--- src/rtl/rotate_issue_stage.sv ---
// Operand FIFO feeding an external combinational rotator, with a registered output stage.
// Optional feature: define ROT_DONE_CNT_EN to build the accepted-result counter on done_cnt.
module rotate_issue_stage #(
    parameter int DEPTH = 4
) (
    input  logic                     clk,
    input  logic                     rst_n,
    input  logic                     in_valid,
    output logic                     in_ready,
    input  logic [31:0]              a,
    input  logic [31:0]              b,
    output logic [31:0]              rot_a,
    output logic [31:0]              rot_b,
    input  logic [31:0]              rot_o,
    output logic                     out_valid,
    input  logic                     out_ready,
    output logic [31:0]              o,
    output logic [$clog2(DEPTH):0]   level,
    output logic [15:0]              done_cnt
);

    localparam int AW = $clog2(DEPTH);
    localparam int LW = AW + 1;

    typedef enum logic [0:0] {
        ST_EMPTY = 1'b0,
        ST_FULL  = 1'b1
    } ostate_e;

    logic [36:0]   mem_r [DEPTH];
    logic [AW-1:0] wr_ptr_r;
    logic [AW-1:0] rd_ptr_r;
    logic [LW-1:0] level_r;
    logic [31:0]   o_r;
    ostate_e       state_r;
    ostate_e       state_s;

    logic          push_s;
    logic          pop_s;
    logic          in_ready_s;
    logic          out_valid_s;
    logic          fifo_empty_s;
    logic [36:0]   head_s;
    logic          unused_b_s;

    // Only the low five bits of the amount matter to a 32-bit rotate.
    assign unused_b_s   = ^b[31:5];

    assign fifo_empty_s = (level_r == {LW{1'b0}});
    assign in_ready_s   = (level_r != LW'(DEPTH));
    assign out_valid_s  = (state_r == ST_FULL);
    assign push_s       = in_valid & in_ready_s;
    assign pop_s        = ~fifo_empty_s & (~out_valid_s | out_ready);
    assign head_s       = mem_r[rd_ptr_r];

    assign in_ready  = in_ready_s;
    assign out_valid = out_valid_s;
    assign o         = o_r;
    assign level     = level_r;

    // Head presentation to the rotator; zeros when nothing is queued.
    always_comb begin
        rot_a = 32'h0000_0000;
        rot_b = 32'h0000_0000;
        if (!fifo_empty_s) begin
            rot_a = head_s[36:5];
            rot_b = {27'b0, head_s[4:0]};
        end else begin
            rot_a = 32'h0000_0000;
            rot_b = 32'h0000_0000;
        end
    end

    // FIFO storage write; contents are don't-care until pushed.
    always_ff @(posedge clk) begin
        if (push_s) begin
            mem_r[wr_ptr_r] <= {a, b[4:0]};
        end
    end

    // Pointer and occupancy bookkeeping; pointers wrap naturally at DEPTH.
    always_ff @(posedge clk or negedge rst_n) begin
        if (!rst_n) begin
            wr_ptr_r <= {AW{1'b0}};
            rd_ptr_r <= {AW{1'b0}};
            level_r  <= {LW{1'b0}};
        end else begin
            if (push_s) begin
                wr_ptr_r <= wr_ptr_r + AW'(1);
            end
            if (pop_s) begin
                rd_ptr_r <= rd_ptr_r + AW'(1);
            end
            case ({push_s, pop_s})
                2'b10:   level_r <= level_r + LW'(1);
                2'b01:   level_r <= level_r - LW'(1);
                default: level_r <= level_r;
            endcase
        end
    end

    // Output-stage next state: a pop always refills, a bare accept drains.
    always_comb begin
        state_s = state_r;
        case (state_r)
            ST_EMPTY: begin
                if (pop_s) begin
                    state_s = ST_FULL;
                end else begin
                    state_s = ST_EMPTY;
                end
            end
            ST_FULL: begin
                if (out_ready && !pop_s) begin
                    state_s = ST_EMPTY;
                end else begin
                    state_s = ST_FULL;
                end
            end
            default: state_s = ST_EMPTY;
        endcase
    end

    // Output-stage state register and result capture.
    always_ff @(posedge clk or negedge rst_n) begin
        if (!rst_n) begin
            state_r <= ST_EMPTY;
            o_r     <= 32'h0000_0000;
        end else begin
            state_r <= state_s;
            if (pop_s) begin
                o_r <= rot_o;
            end
        end
    end

`ifdef ROT_DONE_CNT_EN
    logic [15:0] done_cnt_r;

    // Accepted-result counter, wraps at 16 bits.
    always_ff @(posedge clk or negedge rst_n) begin
        if (!rst_n) begin
            done_cnt_r <= 16'h0000;
        end else if (out_valid_s && out_ready) begin
            done_cnt_r <= done_cnt_r + 16'h0001;
        end
    end

    assign done_cnt = done_cnt_r;
`else
    assign done_cnt = 16'h0000;
`endif

endmodule

--- config.mk ---
export PLATFORM = sky130hd
export DESIGN_NAME = rotate_issue_stage
export DESIGN_NICKNAME = d
export VERILOG_FILES = /design/src/rtl/rotate_issue_stage.sv
export SDC_FILE = /design/constraint.sdc
export NUM_CORES = 1
export LEC_CHECK = 0
export BUFFER_PORTS_ARGS = -buffer_cell sky130_fd_sc_hd__buf_2
export CAP_MARGIN = 10
export CORE_ASPECT_RATIO = 0.6
export CORE_MARGIN = 4
export CORE_UTILIZATION = 30
export CTS_BUF_LIST = sky130_fd_sc_hd__clkbuf_16
export DETAILED_ROUTE_END_ITERATION = 10
export PLACE_DENSITY = 0.55
export SLEW_MARGIN = 20
export SYNTH_ARGS = -nofsm -noshare
export SYNTH_HDL_FRONTEND = slang
export SYNTH_SLANG_ARGS = --single-unit
--- constraint.sdc ---
create_clock -name clk -period 2.4 [get_ports clk]
set_clock_uncertainty 0.05 [all_clocks]
set_input_delay 0.48 -clock clk [delete_from_list [all_inputs] [get_ports clk]]
set_output_delay 0.48 -clock clk [all_outputs]
set_load 0.01 [all_outputs]
==> flow_metrics.py, run 1 <==
metrics = {
    "route": {
        "routedWlPerCell_um": 18.62,
        "vias": 3847,
        "drt_iter0_drc": 169,
        "drc": 0,
        "firstDrtPassIters": 4,
        "routed_via_density": 4.352,
        "ant_nets": 0,
        "wirelength_um": 16460,
    },
    "clock_network": {
        "numCtsBuffers": 17,
        "clkTransAtPathRegs_ps": 70,
        "cts_root_buf": "clkbuf_16",
        "clk_path_buf_depth": 2,
        "clock_latency_ps": 420,
        "clock-sinks": 188,
        "h-tree-depth": 4,
        "cts_tree": "done",
    },
    "timing": {
        "finalMaxSlewViolations": 0,
        "timing.final.crit_share_pct": 104.1,
        "grt_setup_unrepaired": "true",
        "layout_min_cycle_time_ps": 2498,
        "hold_viol": 0,
        "worst_slack_ps": -97.51,
        "clock.fmax_mhz": 400.4,
        "slew-limit-headroom_pct": 38.61,
        "setup_viol": 37,
        "tightestPinTransition_ps": 920.8,
    },
    "placement": {
        "place.gp.congestion": 0.6962,
        "port_buffers": 146,
        "place_hpwl_um": 10260,
        "placed_area_mm2": 0.008680,
    },
    "worst_setup_path": {
        "worstPathArrival_ps": 1970,
        "critPathKind": "register to primary output",
        "start_kind": "register",
        "cp.required_ps": 1870,
        "cp_max_fo": 12,
        "r2r_cells": 9,
        "critPathCaptureType": "primary output",
    },
    "power_and_ir_drop": {
        "power_mw": 11.62,
        "power_density_mw_per_mm2": 1252,
        "ir_worst_vdd_v": 0.0005133,
        "power_leakage_nw": 3.594,
    },
    "die": {
        "rows": 44,
        "boundaryPins": 217,
        "die_w_um": 213.7,
        "die_h_um": 131.4,
        "fp.dieArea_mm2": 0.02808,
        "initial_core_util_pct": 31.01,
        "core_mm2": 0.02455,
    },
    "cells_and_area": {
        "design_area_mm2": 0.009278,
        "syn_to_final_growth_pct": 21.84,
        "drive_gt1_share_pct": 48.22,
        "layout.nets": 655,
        "diodes": 0,
    },
    "synthesis": {
        "synthArstFlopShare_pct": 21.28,
        "yosysSeqAreaShare_pct": 71.51,
        "synth_edf_count": 148,
        "synth-seq-cells": 188,
        "syn_inst": 386,
        "syn-cell-area_mm2": 0.007615,
        "syn-mean-instance-area_um2": 19.73,
        "yosys.cell_types.count": 25,
        "synthFlopType": "edfxtp_1",
        "yosysWarningCount": 0,
    },
    "grt": {
        "grt.overflow.total": 0,
        "grt_max_degree": 41,
        "grt_pass1_vias": 4232,
        "antenna_found_initial": 3,
        "grt_pass1_wl_um": 24890,
        "grt_usage_pct": 11.70,
    },
    "min_path": {
        "holdCritPathClass": "input port to asynchronous set/reset pin",
    },
    "status": {
        "violations": "setup timing",
        "status": "finished, violations left",
    },
    "job": {
        "maxCapViolations": 0,
    },
}
worst max-delay path, stage by stage, from the launching register on:
cell and delay, ps:
dfrtp_4 500, buf_16 190, mux4_2 520, nor2b_1 170
buf_2 150
path summary, 6_finish.rpt:
kind                             start          end  slack, ps
setup / recovery           rd_ptr_r[0]    rot_a[13]       -100
hold / removal                   rst_n         o[2]        140
setup reg to reg              level[1]     level[2]        160
hold reg to reg                   o[1]         o[1]        450
max in group asynchronous        rst_n  rd_ptr_r[0]       1480
min in group clk                  b[2]  mem_r[0][2]        220
state kept, by name, indices dropped and copies added (netlist names):
name,cells
level,3
mem_r,148
o,32
out_valid,1
rd_ptr_r,2
wr_ptr_r,2
placed cells by master, fill, tap and decap left out:
cell	synthesis	layout
edfxtp_1	148	148
buf_2	4	146
conb_1	1	43
dfrtp_1	40	38
mux4_2	37	37
nor2b_1	38	36
mux2_2	23	23
clkbuf_16	0	18
mux2_4	10	10
inv_1	6	8
clkinv_4	0	6
buf_12	0	6
ha_1	5	5
buf_4	45	5
and3_2	0	4
xor2_1	4	4
xnor2_1	2	2
clkinv_2	0	2
buf_6	6	2
nor3_4	0	1
nand2b_1	1	1
nor2b_4	0	1
nor2b_2	0	1
or3b_4	1	1
and2_4	1	1
nand2_1	1	1
mux2i_1	1	1
and3b_1	1	1
nor2_1	1	1
fa_1	1	1
inv_2	0	1
clkinv_1	0	1
inv_6	0	1
bufinv_16	0	1
inv_8	0	1
buf_16	0	1
dfrtp_4	0	1
dfrtp_2	0	1
cell type report:
class | count | area (um^2)
fill | 2317 | 15280
sequential | 188 | 5450
clock buffer | 17 | 425.4
inverter | 6 | 22.52
timing repair buffer | 161 | 963.4
tap | 322 | 402.9
multi-input combinational | 175 | 1886
clock inverter | 15 | 127.6
metal layers:
metal | routed length (um) | vias to the layer above | share of wire (%) | track usage, %
met4 | 205 | 6 | 1.2 | 3.801
met1 | 7059 | 2021 | 43 | 14.43
met2 | 8306 | 93 | 50 | 19.77
li1 | - | 1705 | - | -
met5 | 40 | - | 0.24 | 0
met3 | 845 | 22 | 5.1 | 3.502
kinds of logic (layout without fill, tap and decap cells):
| kind of cell | Yosys count | count (layout) | share of synthesized area [%] |
|---|---|---|---|
| xor gates and xnor gates | 6 | 6 | 0.6901 |
| adders and majority gates | 6 | 6 | 1.084 |
| buffers and inverters | 65 | 199 | 6.079 |
| DFF | 188 | 188 | 71.51 |
| muxes | 71 | 71 | 16.45 |
| other | 1 | 43 | 0.04925 |
| and+or+nand+nor | 49 | 49 | 4.141 |
Yosys cell counts, types with 2 or more instances:
cell / instances / area, um^2
edfxtp_1: 148 / 4444
buf_4: 45 / 337.8
dfrtp_1: 40 / 1001
nor2b_1: 38 / 237.7
mux4_2: 37 / 833.3
mux2_2: 23 / 259.0
mux2_4: 10 / 150.1
buf_6: 6 / 67.56
inv_1: 6 / 22.52
ha_1: 5 / 62.56
and3_1: 4 / 25.02
buf_2: 4 / 20.02
clkbuf_1: 4 / 15.01
xor2_1: 4 / 35.03
xnor2_1: 2 / 17.52
where the power goes:
part           leakage [nW]  internal [mW]  total (mW)  switching (mW)
logic                  1.49           2.10        4.32            2.22
registers              1.82           4.37        4.64           0.264
clock network         0.283           1.43        2.66            1.22
total                  3.59           7.91        11.6            3.71
what timing repair did:
action,in CTS,in global routing
gates resized for setup,2,3
gates cloned,1,1
setup endpoints to repair,37,37
hold buffers,0,0
buffers inserted,3,0
stage by stage:
stage / utilization (%) / cells / setup WS (ps) / TNS (ps) / hold slack, ps
6_report: 37.79 / 884 / -97.51 / -2266 / 139.0
3_3_place_gp: 35.35 / 849 / 200.2 / 0 / 433.6
3_5_place_dp: 35.35 / 849 / 146.5 / 0 / 440.2
4_1_cts: 37.84 / 885 / -154.0 / -4227 / 157.4
5_1_grt: 37.79 / 884 / -182.6 / -5876 / 195.3
2_1_floorplan: - / 428 / 210.8 / 0 / 134.4
No activity file was read; power rests on OpenSTA's default activity.
==> run 2: changes to the inputs <==
--- a/config.mk
+++ b/config.mk
@@ -5,6 +5,7 @@
 export SDC_FILE = /design/constraint.sdc
 export NUM_CORES = 1
 export LEC_CHECK = 0
+export ABC_AREA = 1
 export BUFFER_PORTS_ARGS = -buffer_cell sky130_fd_sc_hd__buf_2
 export CAP_MARGIN = 10
 export CORE_ASPECT_RATIO = 0.6
@@ -12,7 +13,7 @@
 export CORE_UTILIZATION = 30
 export CTS_BUF_LIST = sky130_fd_sc_hd__clkbuf_16
 export DETAILED_ROUTE_END_ITERATION = 10
-export PLACE_DENSITY = 0.55
+export PLACE_DENSITY = 0.54
 export SLEW_MARGIN = 20
 export SYNTH_ARGS = -nofsm -noshare
 export SYNTH_HDL_FRONTEND = slang
==> run 2 against run 1 <==
Compared with the run above:
- non-clock buffer count is 8 higher
- critical path type unchanged
- via count is 40% higher
- critical endpoint is now rot_a[31]
- the run now ends clean
- largest power group is now combinational logic
- synthesized area is 9.1% higher
- final cell count is 53% higher
- register-to-register slack better by 370 ps
==> flow_metrics.py, run 2 <==
metrics = {
    "clock_network": {
        "clk_path_buf_depth": 2,
        "cts_root_buf": "clkbuf_16",
        "h-tree-depth": 4,
        "clock-sinks": 188,
        "cts_tree": "done",
        "post_cts_buffers": 0,
        "clock_latency_ps": 440,
        "clkTransAtPathRegs_ps": 70,
        "numCtsBuffers": 17,
    },
    "timing": {
        "tightestPinTransition_ps": 578.5,
        "timing.final.crit_share_pct": 95.33,
        "setup_viol": 0,
        "worst_slack_ps": 112.0,
        "slew-limit-headroom_pct": 61.44,
        "finalMaxSlewViolations": 0,
        "layout_min_cycle_time_ps": 2288,
        "clock.fmax_mhz": 437.1,
        "hold_viol": 0,
    },
    "worst_setup_path": {
        "critPathLaunch": "rd_ptr_r[1]",
        "crit_chain": "inv_4 -> buf_4 -> nand3_1 -> a21oi_1 -> buf_2",
        "r2r_slack_ps": 530,
        "worstPathArrival_ps": 1760,
        "crit_path_max_incr_delay_ps": 440,
        "start_kind": "register",
        "cpMaxStageDelayCell": "dfrtp_2",
        "cp.required_ps": 1870,
        "critPathKind": "register to primary output",
        "cp_max_fo": 10,
        "critPathCaptureType": "primary output",
        "reg2reg_from": "level[1]",
    },
    "min_path": {
        "min-delay-start": "rot_o[14]",
        "holdCritPathClass": "input port to register",
    },
    "cells_and_area": {
        "drive_gt1_share_pct": 21.84,
        "design_area_mm2": 0.01002,
        "top_register": "mem_r",
        "layout_common_cells": "nand2_1 (259), inv_1 (159), edfxtp_1 (148)",
        "fill_cells": 2693,
        "layout.nets": 1082,
        "final_common_cell": "nand2_1",
        "fin_cells": 1351,
        "syn_to_final_growth_pct": 20.60,
        "largest_register_ffs": 148,
    },
    "die": {
        "die_h_um": 136.9,
        "core_mm2": 0.02682,
        "fp.dieArea_mm2": 0.03051,
        "die_w_um": 222.9,
        "boundaryPins": 217,
        "rows": 46,
        "initial_core_util_pct": 30.98,
    },
    "synthesis": {
        "yosys.cell_types.count": 21,
        "synthArstFlopShare_pct": 21.28,
        "yosysMostFrequentCell": "nand2_1",
        "synth-seq-cells": 188,
        "synth_edf_count": 148,
        "synth_common_cells": "nand2_1 (259), inv_1 (159), edfxtp_1 (148)",
        "yosysSeqAreaShare_pct": 65.53,
        "synthFlopType": "edfxtp_1",
        "yosysTopAreaCell": "edfxtp_1",
        "synth_area_leaders": "edfxtp_1 (53%), dfrtp_1 (12%), nand2_1 (12%)",
        "syn-cell-area_mm2": 0.008309,
        "syn-mean-instance-area_um2": 10.10,
        "yosysWarningCount": 0,
        "syn_inst": 823,
        "synth_top_area_share_pct": 53.49,
    },
    "placement": {
        "placed_area_mm2": 0.009393,
        "place.gp.congestion": 0.7050,
        "place_hpwl_um": 12580,
        "place_ws_ps": 453.5,
        "dpl.cell_count": 1316,
        "port_buffers": 146,
    },
    "route": {
        "routedWlPerCell_um": 14.35,
        "routed_via_density": 3.975,
        "drt_iter0_drc": 313,
        "firstDrtPassIters": 4,
        "vias": 5370,
        "ant_nets": 0,
        "drc": 0,
        "wirelength_um": 19380,
    },
    "power_and_ir_drop": {
        "power_density_mw_per_mm2": 1245,
        "power_leakage_nw": 4.795,
        "ir_worst_vdd_v": 0.0005053,
    },
    "grt": {
        "grt_pass1_wl_um": 29450,
        "grt.overflow.total": 0,
        "grt_usage_pct": 12.83,
        "grt_max_degree": 59,
        "grt_pass1_vias": 5284,
        "antenna_found_initial": 2,
    },
    "status": {
        "status": "completed",
    },
    "job": {
        "maxCapViolations": 0,
    },
}
[run 2: cell count changes after synthesis, moves of 10 or more]
cell | previous run | this run
mux2_4 | 10 | 0
mux2_2 | 23 | 0
inv_1 | 6 | 159
a21oi_1 | 0 | 37
nor2b_1 | 38 | 0
mux4_2 | 37 | 0
nand2_1 | 1 | 259
nand3_1 | 0 | 79
[run 2: power breakdown]
part	switching, mW	internal [mW]
clock network	1.31	1.47
logic	3.27	1.75
registers	0.285	4.39
[run 2: layout make-up]
class | instances | area [um^2] | area share [%]
timing repair buffer | 169 | 1012 | 10.10
inverter | 165 | 621.8 | 6.205
tap | 360 | 450.4 | 4.495
clock buffer | 17 | 425.4 | 4.245
sequential | 188 | 5448 | 54.36
clock inverter | 15 | 155.1 | 1.548
multi-input combinational | 435 | 1903 | 18.99
antenna | 2 | 5.005 | 0.04994
[run 2: metrics by stage]
stage               utilization (%)  hold WS, ps  setup TNS (ps)  power (mW)
finish                        37.36        178.5               0       12.48
global route                  37.35        152.2          -3.798       13.39
CTS                           37.25        139.9               0       12.66
detailed placement            35.02        410.3               0       9.797
global placement              35.02        407.2               0       9.727
floorplan                         -        134.4          -77740       7.811
[run 2: worst max-delay path: cells and delay by family, from the launching register on]
family / cells / cell delay [ps]
DFF: 1 / 440
buffers and inverters: 3 / 550
AOI/OAI and AO/OA: 1 / 250
and+or+nand+nor: 1 / 90
[run 2: timing repair]
| action | CTS | global route |
|---|---|---|
| hold endpoints to repair | 22 | 0 |
| endpoints found under the setup margin | 4 | 18 |
| resized for setup | 2 | 7 |
| hold buffers | 1 | 0 |
[run 2: cells by family (layout without fill, tap and decap cells)]
| logic type | after synthesis | count (layout) | synth area share, % |
|---|---|---|---|
| buf+inv | 242 | 366 | 13.96 |
| fa+ha+maj | 6 | 6 | 0.9938 |
| simple gates | 345 | 345 | 16.91 |
| other cells | 1 | 45 | 0.04513 |
| compound gates | 39 | 39 | 2.349 |
| xor+xnor | 2 | 2 | 0.2109 |
| flops | 188 | 188 | 65.53 |
[run 2: final timing paths]
check / endpoint / cells after the start
worst max-delay path: rot_a[31] / 5
worst min register to register: o[15] / 2
worst max register to register: level[2] / 10
min in group asynchronous: o[25] / 2
max in group asynchronous: o[11] / 3
worst min-delay path: o[14] / 3
[run 2: per-layer routing]
metal / global-route usage, % / wire length (um)
met2: 19.76 / 8976
met5: 0 / 7
met3: 4.266 / 986
met4: 3.866 / 144
met1: 17.37 / 9265
